--- src/rtl/motor_cmd_executor_if.sv ---
// Instruction handshake between the sequencer (master) and the motor executor (slave).
// One 4-bit drive instruction moves per cycle where cmd_valid and cmd_ready are both high.
interface motor_cmd_executor_if;
   logic       cmd_valid;
   logic [3:0] cmd_data;
   logic       cmd_ready;

   modport master (output cmd_valid, output cmd_data, input cmd_ready);
   modport slave  (input cmd_valid, input cmd_data, output cmd_ready);
endinterface

--- src/rtl/motor_cmd_executor.sv ---
// Executes one drive instruction: PWM at a torque-dependent duty for STEP_CYCLES,
// then a DEAD_CYCLES coast with both PWMs low, then returns to IDLE.
module motor_cmd_executor #(
   parameter int STEP_CYCLES = 50_000_000,
   parameter int PWM_PERIOD  = 1000,
   parameter int DEAD_CYCLES = 1000
) (
   input  logic                       CLOCK50,
   input  logic                       rst_n,
   motor_cmd_executor_if.slave        cmd,
   input  logic                       abort,
   output logic                       pwm_l,
   output logic                       pwm_r,
   output logic                       dir_l,
   output logic                       dir_r,
   output logic                       busy,
   output logic                       step_done,
   output logic                       aborted,
   output logic [7:0]                 step_count
);

   localparam int SW = $clog2(STEP_CYCLES);
   localparam int PW = $clog2(PWM_PERIOD + 1);
   localparam int DW = $clog2(DEAD_CYCLES + 1);

   localparam logic [SW-1:0] STEP_LAST = SW'(STEP_CYCLES - 1);
   localparam logic [PW-1:0] PWM_LAST  = PW'(PWM_PERIOD - 1);
   localparam logic [DW-1:0] DEAD_LAST = DW'(DEAD_CYCLES - 1);
   localparam logic [PW-1:0] DUTY_1    = PW'(PWM_PERIOD / 4);
   localparam logic [PW-1:0] DUTY_2    = PW'(2 * (PWM_PERIOD / 4));
   localparam logic [PW-1:0] DUTY_3    = PW'(3 * (PWM_PERIOD / 4));
   localparam logic [PW-1:0] DUTY_4    = PW'(PWM_PERIOD);

   typedef enum logic [1:0] {IDLE, RUN, COAST} state_t;

   state_t          state;
   logic [SW-1:0]   step_cnt;
   logic [PW-1:0]   pwm_cnt;
   logic [PW-1:0]   pwm_cnt_next;
   logic [PW-1:0]   duty;
   logic [PW-1:0]   accept_duty;
   logic [DW-1:0]   dead_cnt;
   logic            last_run;

   always_comb begin
      accept_duty = DUTY_1;
      case (cmd.cmd_data[3:2])
         2'd0:    accept_duty = DUTY_1;
         2'd1:    accept_duty = DUTY_2;
         2'd2:    accept_duty = DUTY_3;
         default: accept_duty = DUTY_4;
      endcase
   end

   assign pwm_cnt_next  = (pwm_cnt == PWM_LAST) ? '0 : pwm_cnt + 1'b1;
   assign last_run      = (state == RUN) && (step_cnt == STEP_LAST);
   assign cmd.cmd_ready = (state == IDLE);
   assign busy          = (state != IDLE);
   // Gated by abort so a coinciding abort suppresses the completion pulse.
   assign step_done     = last_run && !abort;

   always_ff @(posedge CLOCK50 or negedge rst_n) begin
      if (!rst_n) begin
         state      <= IDLE;
         step_cnt   <= '0;
         pwm_cnt    <= '0;
         dead_cnt   <= '0;
         duty       <= '0;
         pwm_l      <= 1'b0;
         pwm_r      <= 1'b0;
         dir_l      <= 1'b0;
         dir_r      <= 1'b0;
         aborted    <= 1'b0;
         step_count <= '0;
      end else begin
         aborted <= 1'b0;
         case (state)
            IDLE: begin
               if (cmd.cmd_valid && !abort) begin
                  state    <= RUN;
                  step_cnt <= '0;
                  pwm_cnt  <= '0;
                  duty     <= accept_duty;
                  // pwm_cnt starts at 0 and duty is never 0, so the first RUN cycle is high.
                  pwm_l    <= 1'b1;
                  pwm_r    <= 1'b1;
                  case (cmd.cmd_data[1:0])
                     2'b00:   begin dir_l <= 1'b1; dir_r <= 1'b1; end
                     2'b01:   begin dir_l <= 1'b0; dir_r <= 1'b0; end
                     2'b10:   begin dir_l <= 1'b0; dir_r <= 1'b1; end
                     default: begin dir_l <= 1'b1; dir_r <= 1'b0; end
                  endcase
               end
            end
            RUN: begin
               if (abort) begin
                  state   <= IDLE;
                  pwm_l   <= 1'b0;
                  pwm_r   <= 1'b0;
                  dir_l   <= 1'b0;
                  dir_r   <= 1'b0;
                  aborted <= 1'b1;
               end else if (last_run) begin
                  state      <= COAST;
                  dead_cnt   <= '0;
                  pwm_l      <= 1'b0;
                  pwm_r      <= 1'b0;
                  step_count <= step_count + 8'd1;
               end else begin
                  step_cnt <= step_cnt + 1'b1;
                  pwm_cnt  <= pwm_cnt_next;
                  pwm_l    <= (pwm_cnt_next < duty);
                  pwm_r    <= (pwm_cnt_next < duty);
               end
            end
            COAST: begin
               if (abort || (dead_cnt == DEAD_LAST)) begin
                  state   <= IDLE;
                  dir_l   <= 1'b0;
                  dir_r   <= 1'b0;
                  aborted <= abort;
               end else begin
                  dead_cnt <= dead_cnt + 1'b1;
               end
            end
            default: state <= IDLE;
         endcase
      end
   end

endmodule

--- src/flat_wrapper.sv ---
// flat-port wrapper written by rule: the top's interface ports become plain ports
module motor_cmd_executor_flat 
#(
   parameter int STEP_CYCLES = 50_000_000,
   parameter int PWM_PERIOD  = 1000,
   parameter int DEAD_CYCLES = 1000
)
  (CLOCK50, rst_n, abort, pwm_l, pwm_r, dir_l, dir_r, busy, step_done, aborted, step_count, cmd_cmd_valid, cmd_cmd_data, cmd_cmd_ready);
  motor_cmd_executor_if cmd_i ();
  input  logic CLOCK50;
  input  logic rst_n;
  input  logic abort;
  output logic pwm_l;
  output logic pwm_r;
  output logic dir_l;
  output logic dir_r;
  output logic busy;
  output logic step_done;
  output logic aborted;
  output logic [7:0] step_count;
  input wire logic [$bits(cmd_i.cmd_valid)-1:0] cmd_cmd_valid;
  input wire logic [$bits(cmd_i.cmd_data)-1:0] cmd_cmd_data;
  output wire logic [$bits(cmd_i.cmd_ready)-1:0] cmd_cmd_ready;
  assign cmd_i.cmd_valid = cmd_cmd_valid;
  assign cmd_i.cmd_data = cmd_cmd_data;
  assign cmd_cmd_ready = cmd_i.cmd_ready;
  motor_cmd_executor #(.STEP_CYCLES(STEP_CYCLES), .PWM_PERIOD(PWM_PERIOD), .DEAD_CYCLES(DEAD_CYCLES)) u_core (.CLOCK50(CLOCK50), .rst_n(rst_n), .cmd(cmd_i), .abort(abort), .pwm_l(pwm_l), .pwm_r(pwm_r), .dir_l(dir_l), .dir_r(dir_r), .busy(busy), .step_done(step_done), .aborted(aborted), .step_count(step_count));
endmodule
--- config.mk ---
export PLATFORM = sky130hd
export DESIGN_NAME = motor_cmd_executor_flat
export DESIGN_NICKNAME = d
export VERILOG_FILES = /design/src/rtl/motor_cmd_executor_if.sv /design/src/rtl/motor_cmd_executor.sv /design/src/flat_wrapper.sv
export SDC_FILE = /design/constraint.sdc
export NUM_CORES = 1
export LEC_CHECK = 0
export BUFFER_PORTS_ARGS = -buffer_cell sky130_fd_sc_hd__buf_2
export CORE_ASPECT_RATIO = 1.25
export CORE_MARGIN = 3
export CORE_UTILIZATION = 45
export DETAILED_ROUTE_END_ITERATION = 8
export GPL_ROUTABILITY_DRIVEN = 0
export SLEW_MARGIN = 5
export SYNTH_ARGS = -nofsm -noshare
export SYNTH_HDL_FRONTEND = slang
export SYNTH_SLANG_ARGS = --single-unit
--- constraint.sdc ---
create_clock -name CLOCK50 -period 3.8 [get_ports CLOCK50]
set_clock_uncertainty 0.15 [all_clocks]
set_input_delay 0.38 -clock CLOCK50 [delete_from_list [all_inputs] [get_ports CLOCK50]]
set_output_delay 0.38 -clock CLOCK50 [all_outputs]
set_load 0.02 [all_outputs]
After elaboration in Yosys (flattened, before gate mapping). Index checks and enable logic that the tools add are counted.

Register bits after elaboration: 70. Bits of input ports: 8. Output and inout bits: 16. Logic and storage cells: 88.

Add/sub/neg operators: 4. Order comparisons: 1. Equal/unequal tests: 17. Multiplexer cells: 34. Bitwise logic cells: 1. Reductions and logical operators: 21.

Operator list (count): $mux 26 (3); $mux 10 (7); $pmux 26 s2 (1); $pmux 10 s2 (2); $pmux 10 s3 (1); $add 26x1->26 const B (1); $eq 26x26->1 const B (1); $add 10x1->10 const B (2); $eq 10x10->1 const B (2); $reduce_and 4->1 (3); $mux 1 (11); $lt 10x10->1 (1); $add 8x1->8 const B (1); $mux 2 (4); $ne 2x2->1 const B (4); $eq 2x1->1 const B (3); $eq 2x2->1 const B (3); $logic_not 2->1 (3); $ne 2x1->1 const B (3); $pmux 1 s3 (2); $pmux 2 s3 (1); $reduce_and 3->1 (2); $reduce_bool 2->1 (3); $pmux 1 s2 (2); 8 further kinds (12).

Depth between registers and ports, before layout.
Depth after elaboration: 6. Depth in mapped cells: 11. Mapped depth without buffers: 10.

Least setup slack after synthesis. OpenSTA, ideal clock, no wires.

Path kind: register to register. Start point: register u_core.pwm_cnt[0]. End point: register u_core.pwm_l. Setup time: 0.110 ns. Arrival time: 2.377 ns. Data required time: 3.540 ns. Slack: 1.163 ns. Cell stages (with the launch flop): 11. Path buffers: 0. Clock period less this slack: 2.637 ns. Cell sequence: dfrtp_1 -> ha_1 -> nand3_1 -> nor3_1 -> nor2_1 -> ha_1 -> a21oi_1 -> nor2_1 -> a2111oi_0 -> a21oi_1 -> o41ai_1.

Cells in the longest elaborated chain, start to end: 6. Elaborated cells on any way between the ends: 7. Those cells by class: add/sub (1); order compare (1); eq/ne (1); mux (4).

RTL lines: start: declaration (RTL line motor_cmd_executor.sv:38) `logic [PW-1:0] pwm_cnt;`; start signal: assignment (RTL line motor_cmd_executor.sv:111) `pwm_cnt <= pwm_cnt_next;`; $add 10x1->10 / $eq 10x10->1 (equally long branches) (RTL line motor_cmd_executor.sv:55) `assign pwm_cnt_next = (pwm_cnt == PWM_LAST) ? '0 : pwm_cnt + 1'b1;`; $mux 10 * (RTL line motor_cmd_executor.sv:55); $lt 10x10->1 * (RTL line motor_cmd_executor.sv:112) `pwm_l <= (pwm_cnt_next < duty);`; $mux 1 * (RTL line motor_cmd_executor.sv:103) `end else if (last_run) begin`; $mux 1 * (RTL line motor_cmd_executor.sv:96) `if (abort) begin`; $pmux 1 s2 * (RTL line motor_cmd_executor.sv:77) `case (state)`; end signal: assignment (RTL line motor_cmd_executor.sv:112); end: declaration (RTL line motor_cmd_executor.sv:12) `output logic pwm_l,`.

Every way passes the cells marked *; elsewhere a longest branch is shown, timed or not. A chain may end at the register's enable or synchronous reset.

Worst setup path after layout. Same ends and word-level chain as after synthesis.

==> results.toml <==
[route]
wirelength_um = 8249
viasPerCell = 5.730
routedWlPerCell_um = 14.84
vias = 3186
route.detailed.drc = 0
drt_iter0_markers = 196
drt-pass1-iter-count = 4
ant_nets = 0

[critical_path]
critPathRequiredTime_ns = 3.89
rr_startpoint = "u_core.pwm_cnt[0]$_DFFE_PN0P_"
reg2reg_to = "u_core.pwm_l$_DFFE_PN0P_"
crit_arrival_ns = 3.23
worstPathMaxFanout = 6
cp-start-kind = "flip-flop"
endpoint_kind = "flip-flop"
reg2reg_depth = 10
rrSetupSlack_ns = 0.66
crit_type = "flip-flop to flip-flop"

[yosys]
synth_top_cell_by_area = "dfrtp_1"
syn_area_um2 = 3961
yosysWarnings = 0
async_flop_share_pct = 100.0
yosysSeqAreaShare_pct = 42.32
netlist.area_leader.share_pct = 42.32
synth.most_common_cell = "dfrtp_1"
synth_cell_types = 56
synthFlopType = "dfrtp_1"
syn_nets = 445
syn_area_per_cell_um2 = 9.568
synth_edf_count = 0
synth_area_leaders = "dfrtp_1 42%, ha_1 7.3%, xnor2_1 4.0%"
synth_seq_cells = 67
syn_inst = 414
synth_commonest_cells = "67 x dfrtp_1, 32 x nor2_1, 29 x nand2_1"

[global_routing]
grt_usage_pct = 17.92
grt_pass1_vias = 3184
grt_start_max_net_pins = 38
grt_antenna_before_repair = 0
globalRouteOverflowTotal = 0
grt_pass1_wl_um = 14990

[die]
num_rows = 37
start_util_pct = 47.27
core_um2 = 8379
die-height_um = 110.9
dieArea_um2 = 9972
die_x_um = 89.92
io_pins = 24

[sta]
hold_viol = 36
timing.hold.ws_ns = -0.02182
max_freq_mhz = 318.0
setup_tns_ns = 0
max_slew_margin_pct = 44.99
rsz0062_at_grt = "no"
min_period_ns = 3.145
period_share_pct = 82.76
worst_slack_ns = 0.6552
worst_slew_pin_slew_ns = 0.8252
setup_viol = 0
finalMaxSlewViolations = 0

[placed_design]
place_ws_ns = 0.7898
placed_area_um2 = 4168
dp.cells = 540
dp_hpwl_um = 5812
portBuffers = 23

[layout]
final_area_um2 = 4385
nets = 465
fillers = 779
insertedDiodeCount = 0
final_cells = 556
drive_above_1_share_pct = 13.67
fin_util_pct = 52.34
multiInputGateArea_um2 = 2132
ff_latch_area_um2 = 1677
areaGrowthSynthToFinish_pct = 10.71

[cts]
clk_latency_ns = 0.35
clk_pin_slew_ns = 0.08
cts-buffers-inserted = 9
cts-resized-gates = 0
cts_tree = "built"
post-cts-setup-buffers = 0
clockBufferDepth = 2
clock-root-buffer = "clkbuf_8"
h-tree-depth = 3
cts_sinks = 67
cts_hold_buffers = 0

[power_and_ir_drop]
p_leak_nw = 1.965
power.density_nw_per_um2 = 485.4
ir_drop_mv = 0.3732
power_mw = 2.129

[worst_hold_path]
hold_class = "input pin to async pin"

[status]
violations = "hold timing"
status = "finished with violations"

[flow_run]
maxCapViolCount = 0
-- placed cells by master (no fill, tap or decap), types with 9 or more instances in the layout --
cell      instances
clkbuf_8          9
dfrtp_1          67
nand3_1          17
a21oi_1          21
o21ai_0          11
ha_1             23
nor2_1           32
inv_1            20
xnor2_1          18
nand2b_1          9
o31ai_1           9
a22o_1            9
buf_2            23
nor3_1           11
and3_1           12
nand2_1          29
nand4_1          14
a31oi_1          15
-- layout make-up --
cell class,instances,area share [%]
clock buffer,10,2.910
multi-input combinational,310,48.62
timing repair buffer,26,3.138
inverter,20,1.712
clock inverter,6,2.054
tap,117,3.338
sequential,67,38.23
-- metal layers --
metal  vias up  wire length [µm]  global-route usage (%)
met3        13               264                   3.734
met1      1566              3967                   24.49
met2        44              3899                   28.21
li1       1563                 -                       -
met4         0               118                   6.333
met5         -                 0                       0
-- power breakdown --
part	switching [mW]	internal (mW)
sequential	0.0734	0.805
combinational	0.370	0.218
clock	0.292	0.371
-- how the worst max path moves through the flow --
stage	endpoint	cells past startpoint	startpoint
6_report	u_core.pwm_l$_DFFE_PN0P_	10	u_core.pwm_cnt[0]$_DFFE_PN0P_
5_1_grt	u_core.pwm_l$_DFFE_PN0P_	10	u_core.pwm_cnt[0]$_DFFE_PN0P_
4_1_cts	u_core.pwm_l$_DFFE_PN0P_	10	u_core.pwm_cnt[0]$_DFFE_PN0P_
3_5_place_dp	u_core.pwm_l$_DFFE_PN0P_	10	u_core.pwm_cnt[0]$_DFFE_PN0P_
3_3_place_gp	u_core.pwm_l$_DFFE_PN0P_	10	u_core.pwm_cnt[0]$_DFFE_PN0P_
2_1_floorplan	u_core.pwm_l$_DFFE_PN0P_	10	u_core.pwm_cnt[0]$_DFFE_PN0P_
-- critical path: stages (launching register included) --
cell and delay, ns:
dfrtp_1 0.39, ha_1 0.28, nand3_1 0.19, nor3_1 0.53
nor2_1 0.14, ha_1 0.31, a21oi_1 0.12, nor2_1 0.06
a2111oi_0 0.43, a21oi_1 0.14, o41ai_1 0.27
-- registers in the layout, summed over array words and instances, names as in the netlist --
register           flops
u_core.step_count      8
u_core.pwm_l           1
u_core.dead_cnt       10
u_core.step_cnt       26
u_core.dir_r           1
u_core.pwm_cnt        10
u_core.duty            7
u_core.dir_l           1
u_core.state           2
u_core.aborted         1
-- cells by family (layout without fill, tap and decap cells) --
group	count (synthesis)	in the layout	share of synthesized area [%]
AND/OR/NAND/NOR	172	172	24.76
AO/OA/AOI/OAI	81	81	13.80
flip-flops	67	67	42.32
buffers and inverters	37	62	3.853
XOR/XNOR	25	25	5.527
adder cells (fa/ha/maj)	23	23	7.265
multiplexers	9	9	2.464
Power figures use the tool's default switching activity.
